[src/rtl/cs_useq_pkg.sv]
// Shared definitions for the control-store microsequencer: op codes and the
// opcode decode-map function.
package cs_useq_pkg;

  localparam int OP_WIDTH = 3;

  typedef enum logic [OP_WIDTH-1:0] {
    OP_NEXT   = 3'b000,
    OP_JUMP   = 3'b001,
    OP_DECODE = 3'b010,
    OP_CJUMP  = 3'b011,
    OP_CALL   = 3'b100,
    OP_RET    = 3'b101,
    OP_CJUMPN = 3'b110,
    OP_HOLD   = 3'b111
  } op_e;

  // Opcode lands at bits [w+1:2], the address MSB marks the decode region.
  function automatic logic [31:0] decode_map(input logic [31:0] opcode,
                                             input int unsigned addr_width);
    logic [31:0] map_s;
    map_s = opcode << 5'd2;
    map_s = map_s | (32'd1 << (addr_width - 32'd1));
    return map_s;
  endfunction

endpackage

[src/rtl/cs_useq_stack.sv]
// Return-address LIFO for the microsequencer: push/pop with full/empty flags
// and an occupancy count. Pushes when full and pops when empty are ignored.
module cs_useq_stack #(
  parameter int DEPTH = 4,
  parameter int WIDTH = 11
) (
  input  logic                         clk,
  input  logic                         rst_n,
  input  logic                         push,
  input  logic                         pop,
  input  logic [WIDTH-1:0]             push_data,
  output logic [WIDTH-1:0]             top_data,
  output logic                         full,
  output logic                         empty,
  output logic [$clog2(DEPTH+1)-1:0]   depth
);

  localparam int DW    = $clog2(DEPTH + 1);
  localparam int IDX_W = (DEPTH > 1) ? $clog2(DEPTH) : 1;

  logic [WIDTH-1:0] mem_r [DEPTH];
  logic [DW-1:0]    depth_r;
  logic [IDX_W-1:0] wr_idx_s;
  logic [IDX_W-1:0] rd_idx_s;

  assign wr_idx_s = IDX_W'(depth_r);
  assign rd_idx_s = IDX_W'(depth_r - DW'(1));
  assign full     = (depth_r == DW'(DEPTH));
  assign empty    = (depth_r == DW'(0));
  assign depth    = depth_r;
  assign top_data = mem_r[rd_idx_s];

  // Storage and occupancy update.
  always_ff @(posedge clk or negedge rst_n) begin
    if (!rst_n) begin
      depth_r <= DW'(0);
      for (int i = 0; i < DEPTH; i++) begin
        mem_r[i] <= {WIDTH{1'b0}};
      end
    end else if (push && !full) begin
      mem_r[wr_idx_s] <= push_data;
      depth_r         <= depth_r + DW'(1);
    end else if (pop && !empty) begin
      depth_r <= depth_r - DW'(1);
    end else begin
      depth_r <= depth_r;
    end
  end

endmodule

[src/rtl/cs_microsequencer.sv]
// Control-store microsequencer: registered uPC with next/jump/decode/conditional
// and call/return sequencing. Return stack built only with CS_USEQ_STACK_EN.
module cs_microsequencer
  import cs_useq_pkg::*;
#(
  parameter int          ADDR_WIDTH   = 11,
  parameter int          DECODE_WIDTH = 8,
  parameter int          STACK_DEPTH  = 4,
  parameter int          COND_WIDTH   = 4,
  parameter int unsigned RESET_ADDR   = 32'd0
) (
  input  logic                               CS_uSequencer_CLOCK_50,
  input  logic                               CS_uSequencer_RESET_InLow,
  input  logic                               CS_uSequencer_Enable_IN,
  input  logic [OP_WIDTH-1:0]                CS_uSequencer_Op_IN,
  input  logic [ADDR_WIDTH-1:0]              CS_uSequencer_Jump_IN,
  input  logic [DECODE_WIDTH-1:0]            CS_uSequencer_Decode_IN,
  input  logic [$clog2(COND_WIDTH)-1:0]      CS_uSequencer_CondSel_IN,
  input  logic [COND_WIDTH-1:0]              CS_uSequencer_Flags_IN,
  output logic [ADDR_WIDTH-1:0]              CS_uSequencer_Address_OUT,
  output logic [$clog2(STACK_DEPTH+1)-1:0]   CS_uSequencer_StackDepth_OUT,
  output logic                               CS_uSequencer_Error_OUT
);

  localparam int CSEL_W  = $clog2(COND_WIDTH);
  localparam int DEPTH_W = $clog2(STACK_DEPTH + 1);
  localparam logic [CSEL_W:0] COND_LIMIT = (CSEL_W + 1)'(COND_WIDTH);

  if (ADDR_WIDTH < DECODE_WIDTH + 3) begin : g_bad_addr_width
    $error("cs_microsequencer: ADDR_WIDTH must be >= DECODE_WIDTH+3");
  end
  if (ADDR_WIDTH > 32) begin : g_wide_addr
    $error("cs_microsequencer: ADDR_WIDTH above 32 not supported");
  end
  if (STACK_DEPTH < 1 || COND_WIDTH < 2) begin : g_bad_sizes
    $error("cs_microsequencer: STACK_DEPTH >= 1 and COND_WIDTH >= 2 required");
  end

  logic [ADDR_WIDTH-1:0] addr_r;
  logic [ADDR_WIDTH-1:0] addr_nxt_s;
  logic [ADDR_WIDTH-1:0] addr_inc_s;
  logic [ADDR_WIDTH-1:0] decode_addr_s;
  logic                  flag_sel_s;

  assign addr_inc_s    = addr_r + ADDR_WIDTH'(1);
  assign decode_addr_s = ADDR_WIDTH'(decode_map(32'(CS_uSequencer_Decode_IN), ADDR_WIDTH));
  // Out-of-range flag selects read as a cleared flag.
  assign flag_sel_s    = ({1'b0, CS_uSequencer_CondSel_IN} < COND_LIMIT) ?
                         CS_uSequencer_Flags_IN[CS_uSequencer_CondSel_IN] : 1'b0;

`ifdef CS_USEQ_STACK_EN
  logic                  push_s;
  logic                  pop_s;
  logic                  err_set_s;
  logic                  full_s;
  logic                  empty_s;
  logic                  err_r;
  logic [ADDR_WIDTH-1:0] top_s;
  logic [DEPTH_W-1:0]    depth_s;

  cs_useq_stack #(
    .DEPTH (STACK_DEPTH),
    .WIDTH (ADDR_WIDTH)
  ) u_stack (
    .clk       (CS_uSequencer_CLOCK_50),
    .rst_n     (CS_uSequencer_RESET_InLow),
    .push      (push_s),
    .pop       (pop_s),
    .push_data (addr_inc_s),
    .top_data  (top_s),
    .full      (full_s),
    .empty     (empty_s),
    .depth     (depth_s)
  );

  assign CS_uSequencer_StackDepth_OUT = depth_s;
  assign CS_uSequencer_Error_OUT      = err_r;
`else
  assign CS_uSequencer_StackDepth_OUT = DEPTH_W'(0);
  assign CS_uSequencer_Error_OUT      = 1'b0;
`endif

  // Next-address selection and stack requests.
  always_comb begin
    addr_nxt_s = addr_r;
`ifdef CS_USEQ_STACK_EN
    push_s     = 1'b0;
    pop_s      = 1'b0;
    err_set_s  = 1'b0;
`endif
    if (CS_uSequencer_Enable_IN) begin
      case (op_e'(CS_uSequencer_Op_IN))
        OP_NEXT:   addr_nxt_s = addr_inc_s;
        OP_JUMP:   addr_nxt_s = CS_uSequencer_Jump_IN;
        OP_DECODE: addr_nxt_s = decode_addr_s;
        OP_CJUMP:  addr_nxt_s = flag_sel_s ? CS_uSequencer_Jump_IN : addr_inc_s;
        OP_CJUMPN: addr_nxt_s = flag_sel_s ? addr_inc_s : CS_uSequencer_Jump_IN;
        OP_CALL: begin
`ifdef CS_USEQ_STACK_EN
          if (full_s) begin
            addr_nxt_s = addr_inc_s;
            err_set_s  = 1'b1;
          end else begin
            push_s     = 1'b1;
            addr_nxt_s = CS_uSequencer_Jump_IN;
          end
`else
          addr_nxt_s = CS_uSequencer_Jump_IN;
`endif
        end
        OP_RET: begin
`ifdef CS_USEQ_STACK_EN
          if (empty_s) begin
            addr_nxt_s = addr_inc_s;
            err_set_s  = 1'b1;
          end else begin
            pop_s      = 1'b1;
            addr_nxt_s = top_s;
          end
`else
          addr_nxt_s = addr_inc_s;
`endif
        end
        OP_HOLD:   addr_nxt_s = addr_r;
        default:   addr_nxt_s = addr_r;
      endcase
    end else begin
      addr_nxt_s = addr_r;
    end
  end

  // uPC register.
  always_ff @(posedge CS_uSequencer_CLOCK_50 or negedge CS_uSequencer_RESET_InLow) begin
    if (!CS_uSequencer_RESET_InLow) begin
      addr_r <= ADDR_WIDTH'(RESET_ADDR);
    end else begin
      addr_r <= addr_nxt_s;
    end
  end

`ifdef CS_USEQ_STACK_EN
  // Sticky overflow/underflow flag.
  always_ff @(posedge CS_uSequencer_CLOCK_50 or negedge CS_uSequencer_RESET_InLow) begin
    if (!CS_uSequencer_RESET_InLow) begin
      err_r <= 1'b0;
    end else begin
      err_r <= err_r | err_set_s;
    end
  end
`endif

  assign CS_uSequencer_Address_OUT = addr_r;

endmodule
[config.mk]
export PLATFORM = sky130hd
export DESIGN_NAME = cs_microsequencer
export DESIGN_NICKNAME = d
export VERILOG_FILES = /design/src/rtl/cs_useq_pkg.sv /design/src/rtl/cs_useq_stack.sv /design/src/rtl/cs_microsequencer.sv
export SDC_FILE = /design/constraint.sdc
export NUM_CORES = 1
export LEC_CHECK = 0
export CAP_MARGIN = 20
export CELL_PAD_IN_SITES_DETAIL_PLACEMENT = 2
export CELL_PAD_IN_SITES_GLOBAL_PLACEMENT = 2
export CORE_MARGIN = 1
export CORE_UTILIZATION = 22
export CTS_CLUSTER_DIAMETER = 50
export DETAILED_ROUTE_END_ITERATION = 7
export PLACE_DENSITY = 0.77
export SKIP_CTS_REPAIR_TIMING = 1
export SYNTH_ARGS = -nofsm -noshare
export SYNTH_HDL_FRONTEND = slang
export SYNTH_SLANG_ARGS = --single-unit
[constraint.sdc]
create_clock -name CS_uSequencer_CLOCK_50 -period 2.1 [get_ports CS_uSequencer_CLOCK_50]
set_input_delay 0.42 -clock CS_uSequencer_CLOCK_50 [delete_from_list [all_inputs] [get_ports CS_uSequencer_CLOCK_50]]
set_output_delay 0.42 -clock CS_uSequencer_CLOCK_50 [all_outputs]
set_load 0.005 [all_outputs]
; After elaboration in Yosys (flattened, before gate mapping)
; Index checks and enable logic that the tools add are counted.
[word_totals]
register_bits = 11
in_bits = 31
output_inout_bits = 15
wordCells = 20
[op_classes]
addsub = 1
n_lt_le_gt_ge = 1
eq_ne = 7
n_mux = 5
n_bitwise = 1
n_reduce_logical = 4
[op_table]
columns = cell, count
row1 = 11-bit case mux with 5 select lines, 1
row2 = 11-bit two-way mux, 2
row3 = "3-bit == test, second input constant", 4
row4 = "11-bit by 1-bit adder with 11-bit output, second input constant", 1
row5 = "3-bit by 2-bit == test with 1-bit output, second input constant", 2
row6 = 2-bit OR reduction, 2
row7 = "3-bit by 1-bit == test with 1-bit output, second input constant", 1
row8 = 3-bit zero test, 1
row9 = "2-bit by 3-bit less-than comparator with 1-bit output, second input constant", 1
row10 = 1-bit binary-select mux with 2-bit select, 1
row11 = 2-bit AND reduction, 1
row12 = 1-bit two-way mux, 1
row13 = 1-bit inverter, 1

; Longest topological paths before layout
[depth]
ltp_word = 4
mapped_depth = 7
ltp_nobuf = 6

; Worst setup path before layout
; OpenSTA, ideal clock, no wires.
[synth_timing]
path_type = input-to-reg
from = in CS_uSequencer_CondSel_IN[0]
to = reg addr_r[5], in the netlist CS_uSequencer_Address_OUT[5]
setup_ps = 121
arrival_time_ps = 1713
required_ps = 1979
setup_slack_ps = 266
path_stages = 5
path_buffers = 0
path_cell_list = mux4_2 -> o21ba_1 -> nor2_4 -> o221ai_1 -> a22o_1
[synth_between]
elab_chain_len = 4
word_cells_on_any_way = 5
classes_between = 5 x mux
[synth_lines]
columns = item, line_no
row1 = "start, declared", cs_microsequencer.sv:18  ; input logic [$clog2(COND_WIDTH)-1:0] CS_uSequencer_CondSel_IN,
row2 = 1-bit binary-select mux with 2-bit select *, cs_microsequencer.sv:49  ; CS_uSequencer_Flags_IN[CS_uSequencer_CondSel_IN] : 1'b0;
row3 = 1-bit two-way mux (implied by the code) *, cs_microsequencer.sv:49
row4 = 11-bit two-way mux (on tied branches), "cs_microsequencer.sv:97, cs_microsequencer.sv:96"
row5 = 11-bit case mux with 5 select lines *, cs_microsequencer.sv:92  ; case (op_e'(CS_uSequencer_Op_IN))
row6 = "end signal, assigned", cs_microsequencer.sv:135  ; addr_r <= ADDR_WIDTH'(RESET_ADDR);
row7 = "end signal, assigned", cs_microsequencer.sv:137  ; addr_r <= addr_nxt_s;
row8 = "end, declared", cs_microsequencer.sv:39  ; logic [ADDR_WIDTH-1:0] addr_r;
; Every way passes the cells marked *; elsewhere a longest branch is shown, timed or not. The select of a mux whose other input is x is not followed.
; A chain may end at the register's enable or synchronous reset.

; Worst setup path after layout
[layout_timing]
from = in CS_uSequencer_Op_IN[1]
to = reg addr_r[10], in the netlist CS_uSequencer_Address_OUT[10]
[layout_between]
elab_chain_len = 3
word_cells_on_any_way = 13
classes_between = 7 x eq/ne / 1 x mux / 1 x bitwise / 4 x reduce/logical
[layout_lines]
columns = item, line_no
row1 = "start, declared", cs_microsequencer.sv:15  ; input logic [OP_WIDTH-1:0] CS_uSequencer_Op_IN,
row2 = 3-bit == test (tied with other cells), cs_microsequencer.sv:92
row3 = 2-bit OR reduction (no source line) / 1-bit inverter (equally long branches), -
row4 = 11-bit case mux with 5 select lines / 2-bit AND reduction (equally long branches), -
; Parallel ways exist; a longest one is shown, timed or not.

==> qor.json <==
{
  "status": "complete, no violations",
  "ff2ff_path_depth": 5,
  "critical_path_class": "input port to flop",
  "maxClockFrequency_mhz": 486,
  "largest_register_ff_count": 11,
  "drcViolationCount": 0,
  "timing.critical_path.from_type": "input port",
  "library_cell_used_as_clock_root_buffer": "sky130_fd_sc_hd__clkbuf_8",
  "pwr-share-clk_pct": 22.0,
  "global_route.overflow_total": 0,
  "detail_route.wirelength_um": 4670,
  "yosys_warnings": 0,
  "critPathLaunch": "CS_uSequencer_Op_IN[1]",
  "dr_wl_cell_um": 18.8,
  "cts.path.max_buffers": 2,
  "regToRegStartpoint": "CS_uSequencer_Address_OUT[3]",
  "ant_nets": 0,
  "synthTopCellsByArea": "sky130_fd_sc_hd__dfrtp_1, sky130_fd_sc_hd__inv_1, sky130_fd_sc_hd__a21oi_1",
  "buffer_ports.inserted": 41,
  "syn_avg_cell_area_sq_um": 7.76,
  "hold_ws_ns": 0.544,
  "vias": 1292,
  "finClkSkew_ns": 0.00615,
  "cts_num_sinks": 11,
  "maxCapViolations": 0,
  "grt_antenna_before_repair": 0,
  "ff2ff_setup_slack_ns": 0.16,
  "p_leak_nw": 0.805,
  "maximum_vdd_drop_v": 0.000178,
  "critical_path.reg2reg.endpoint": "CS_uSequencer_Address_OUT[10]",
  "syn_to_final_growth_pct": 74.1,
  "initial_utilization_pct": 23.2,
  "dr.first_iter.drc_count": 41,
  "worstSkewPairLatency_ns": 0.25,
  "intPower_uw": 660,
  "first_global_vias": 1453,
  "part_of_the_power_in_combinational_logic_pct": 47.0,
  "totalNegativeSetupSlack_ns": 0,
  "hp-class": "input port to asynchronous set/reset pin",
  "cts_buffers": 3,
  "design.core.area_sq_mm": 0.00441,
  "num_io_pins": 46,
  "ctsHtreeMaxLevel": 1,
  "n_fill_cell": 502,
  "gp_congestion": 0.848,
  "grt_start_max_net_pins": 12,
  "maxSlewViolCount": 0,
  "ys_seq_elements": 11,
  "rows": 24,
  "clkTransAtPathRegs_ns": 0.06,
  "cts_tree": "done",
  "die_height_um": 70.3,
  "ys_types": 44,
  "critPathCaptureType": "flop",
  "dr.pass1.iters": 4,
  "critical_path_required_ns": 2.23,
  "synth-async-reset-ratio_pct": 100,
  "vias_per_cell": 5.21,
  "switching_pwr_uw": 365,
  "timing_worst_slew_pin_value_ns": 0.579,
  "layout-drive-gt1-share_pct": 21.4,
  "setup_violations": 0,
  "synthDominantAreaCellType": "sky130_fd_sc_hd__dfrtp_1",
  "syn_inst": 132,
  "synth_edf_count": 0,
  "yosysSeqAreaShare_pct": 26.9,
  "critical_path_peak_fanout": 6,
  "utilization_pct": 40.4,
  "report.power.total_mw": 1.03,
  "flop_pwr_share_pct": 31.0,
  "groute.usage.overall_pct": 17.6,
  "synth_flop_cell": "sky130_fd_sc_hd__dfrtp_1",
  "place_hpwl_um": 3350,
  "period_share_pct": 98.0,
  "synth.cell_area_sq_mm": 0.00102,
  "switching_share_pct": 35.6,
  "antenna-diode-count": 0,
  "grt_pass1_wl_um": 6980,
  "period_needed_ns": 2.06,
  "slew_headroom_pct": 61.3,
  "nets": 229,
  "pwr_cell_area_mw_per_mm2": 574,
  "die_w_um": 70.3,
  "worstPathArrival_ns": 2.19,
  "hold_viol": 0,
  "proportion_of_netlist_area_held_by_the_largest_area_contributor_pct": 26.9,
  "die_area_sq_mm": 0.00494
}
## how the worst max path moves through the flow
stage / to / slack, ns / cells past startpoint
after floorplan: CS_uSequencer_Address_OUT[5] / 0.27 / 5
after global placement: CS_uSequencer_Address_OUT[2] / -0.34 / 7
after detailed placement: CS_uSequencer_Address_OUT[6] / -0.47 / 7
after CTS: CS_uSequencer_Address_OUT[6] / -0.21 / 7
after global routing: CS_uSequencer_Address_OUT[10] / -0.02 / 7
final: CS_uSequencer_Address_OUT[10] / 0.04 / 7
## final cells by class
cell class                      count  area, sq um  share of cell area, %
Multi-Input combinational cell    102          721                   40.4
Inverter                           14         52.6                   2.95
Sequential cell                    11          275                   15.4
Timing Repair Buffer               65          626                   35.1
Tap cell                           52         65.1                   3.65
Clock buffer                        4         45.0                   2.52
## metal layers
layer  part of all wire (%)  vias up  GRT usage, %
met3                    3.4        4          1.59
met2                     53       36          33.7
met1                     42      648          20.4
met4                   0.99        0          5.33
met5                      0        -             0
li1                       -      604             -
## power by group through the flow
stage | clock network (mW) | logic (mW) | registers (mW)
floorplan | 0 | 0.188 | 0.309
global placement | 0 | 0.417 | 0.313
detailed placement | 0 | 0.439 | 0.321
CTS | 0.228 | 0.442 | 0.318
global route | 0.235 | 0.518 | 0.324
finish | 0.226 | 0.482 | 0.318
## cells in the final DEF, fill, tap and decap left out, types with 2 or more instances in the layout
cell type                         netlist  routed
sky130_fd_sc_hd__or2_2                  2       2
sky130_fd_sc_hd__o21ai_0                8       5
sky130_fd_sc_hd__nor2_4                 1       2
sky130_fd_sc_hd__o221ai_2               1       3
sky130_fd_sc_hd__xnor2_1                2       2
sky130_fd_sc_hd__dfrtp_1               11      11
sky130_fd_sc_hd__nand2_1                7       7
sky130_fd_sc_hd__clkdlybuf4s50_1        0      33
sky130_fd_sc_hd__buf_6                  1       4
sky130_fd_sc_hd__conb_1                 1       4
sky130_fd_sc_hd__o21ai_1                0       3
sky130_fd_sc_hd__a21oi_1                9       7
sky130_fd_sc_hd__nand3_1                6       6
sky130_fd_sc_hd__a22oi_1                3       2
sky130_fd_sc_hd__dlymetal6s2s_1         0       8
sky130_fd_sc_hd__a22o_1                 5       5
sky130_fd_sc_hd__nor2_1                10       9
sky130_fd_sc_hd__inv_1                 14      14
sky130_fd_sc_hd__nand2b_1               6       6
sky130_fd_sc_hd__buf_4                  4      20
sky130_fd_sc_hd__o22ai_1                4       4
sky130_fd_sc_hd__a31oi_1                2       2
sky130_fd_sc_hd__nand3b_1               3       3
sky130_fd_sc_hd__nor3_1                 6       6
sky130_fd_sc_hd__clkbuf_8               0       3
## cells by family after synthesis
kind of cell	after synthesis	synth area share [%]
xor gates and xnor gates	2	1.71
buffers and inverters	23	11.1
adders and majority gates	1	1.22
other	1	0.366
and+or+nand+nor	46	23.3
AOI/OAI and AO/OA	46	32.2
muxes	2	3.17
DFF	11	26.9
## Yosys cell counts, types with 2 or more instances
cell                       instances
sky130_fd_sc_hd__inv_1            14
sky130_fd_sc_hd__dfrtp_1          11
sky130_fd_sc_hd__nor2_1           10
sky130_fd_sc_hd__a21oi_1           9
sky130_fd_sc_hd__o21ai_0           8
sky130_fd_sc_hd__nand2_1           7
sky130_fd_sc_hd__nand2b_1          6
sky130_fd_sc_hd__nand3_1           6
sky130_fd_sc_hd__nor3_1            6
sky130_fd_sc_hd__a22o_1            5
sky130_fd_sc_hd__buf_4             4
sky130_fd_sc_hd__o22ai_1           4
sky130_fd_sc_hd__a22oi_1           3
sky130_fd_sc_hd__nand3b_1          3
sky130_fd_sc_hd__o221ai_1          3
sky130_fd_sc_hd__a31oi_1           2
sky130_fd_sc_hd__clkbuf_1          2
sky130_fd_sc_hd__or2_2             2
sky130_fd_sc_hd__xnor2_1           2
## worst max-delay path: stages
cell and delay (ns):
sky130_fd_sc_hd__clkdlybuf4s50_1 0.60, sky130_fd_sc_hd__inv_1 0.18, sky130_fd_sc_hd__a21oi_4 0.25, sky130_fd_sc_hd__o2bb2ai_4 0.21, sky130_fd_sc_hd__buf_6 0.14, sky130_fd_sc_hd__a21oi_1 0.03
sky130_fd_sc_hd__o32a_1 0.34
## metrics by stage
stage                     area, sq um  instances  setup WS, ns
after detailed placement         1610        240        -0.470
after global placement           1610        240        -0.342
after global routing             1780        248       -0.0216
after CTS                        1650        244        -0.209
final                            1780        248        0.0427
after floorplan                  1040        135         0.266
(Power assumes the default switching activity.)
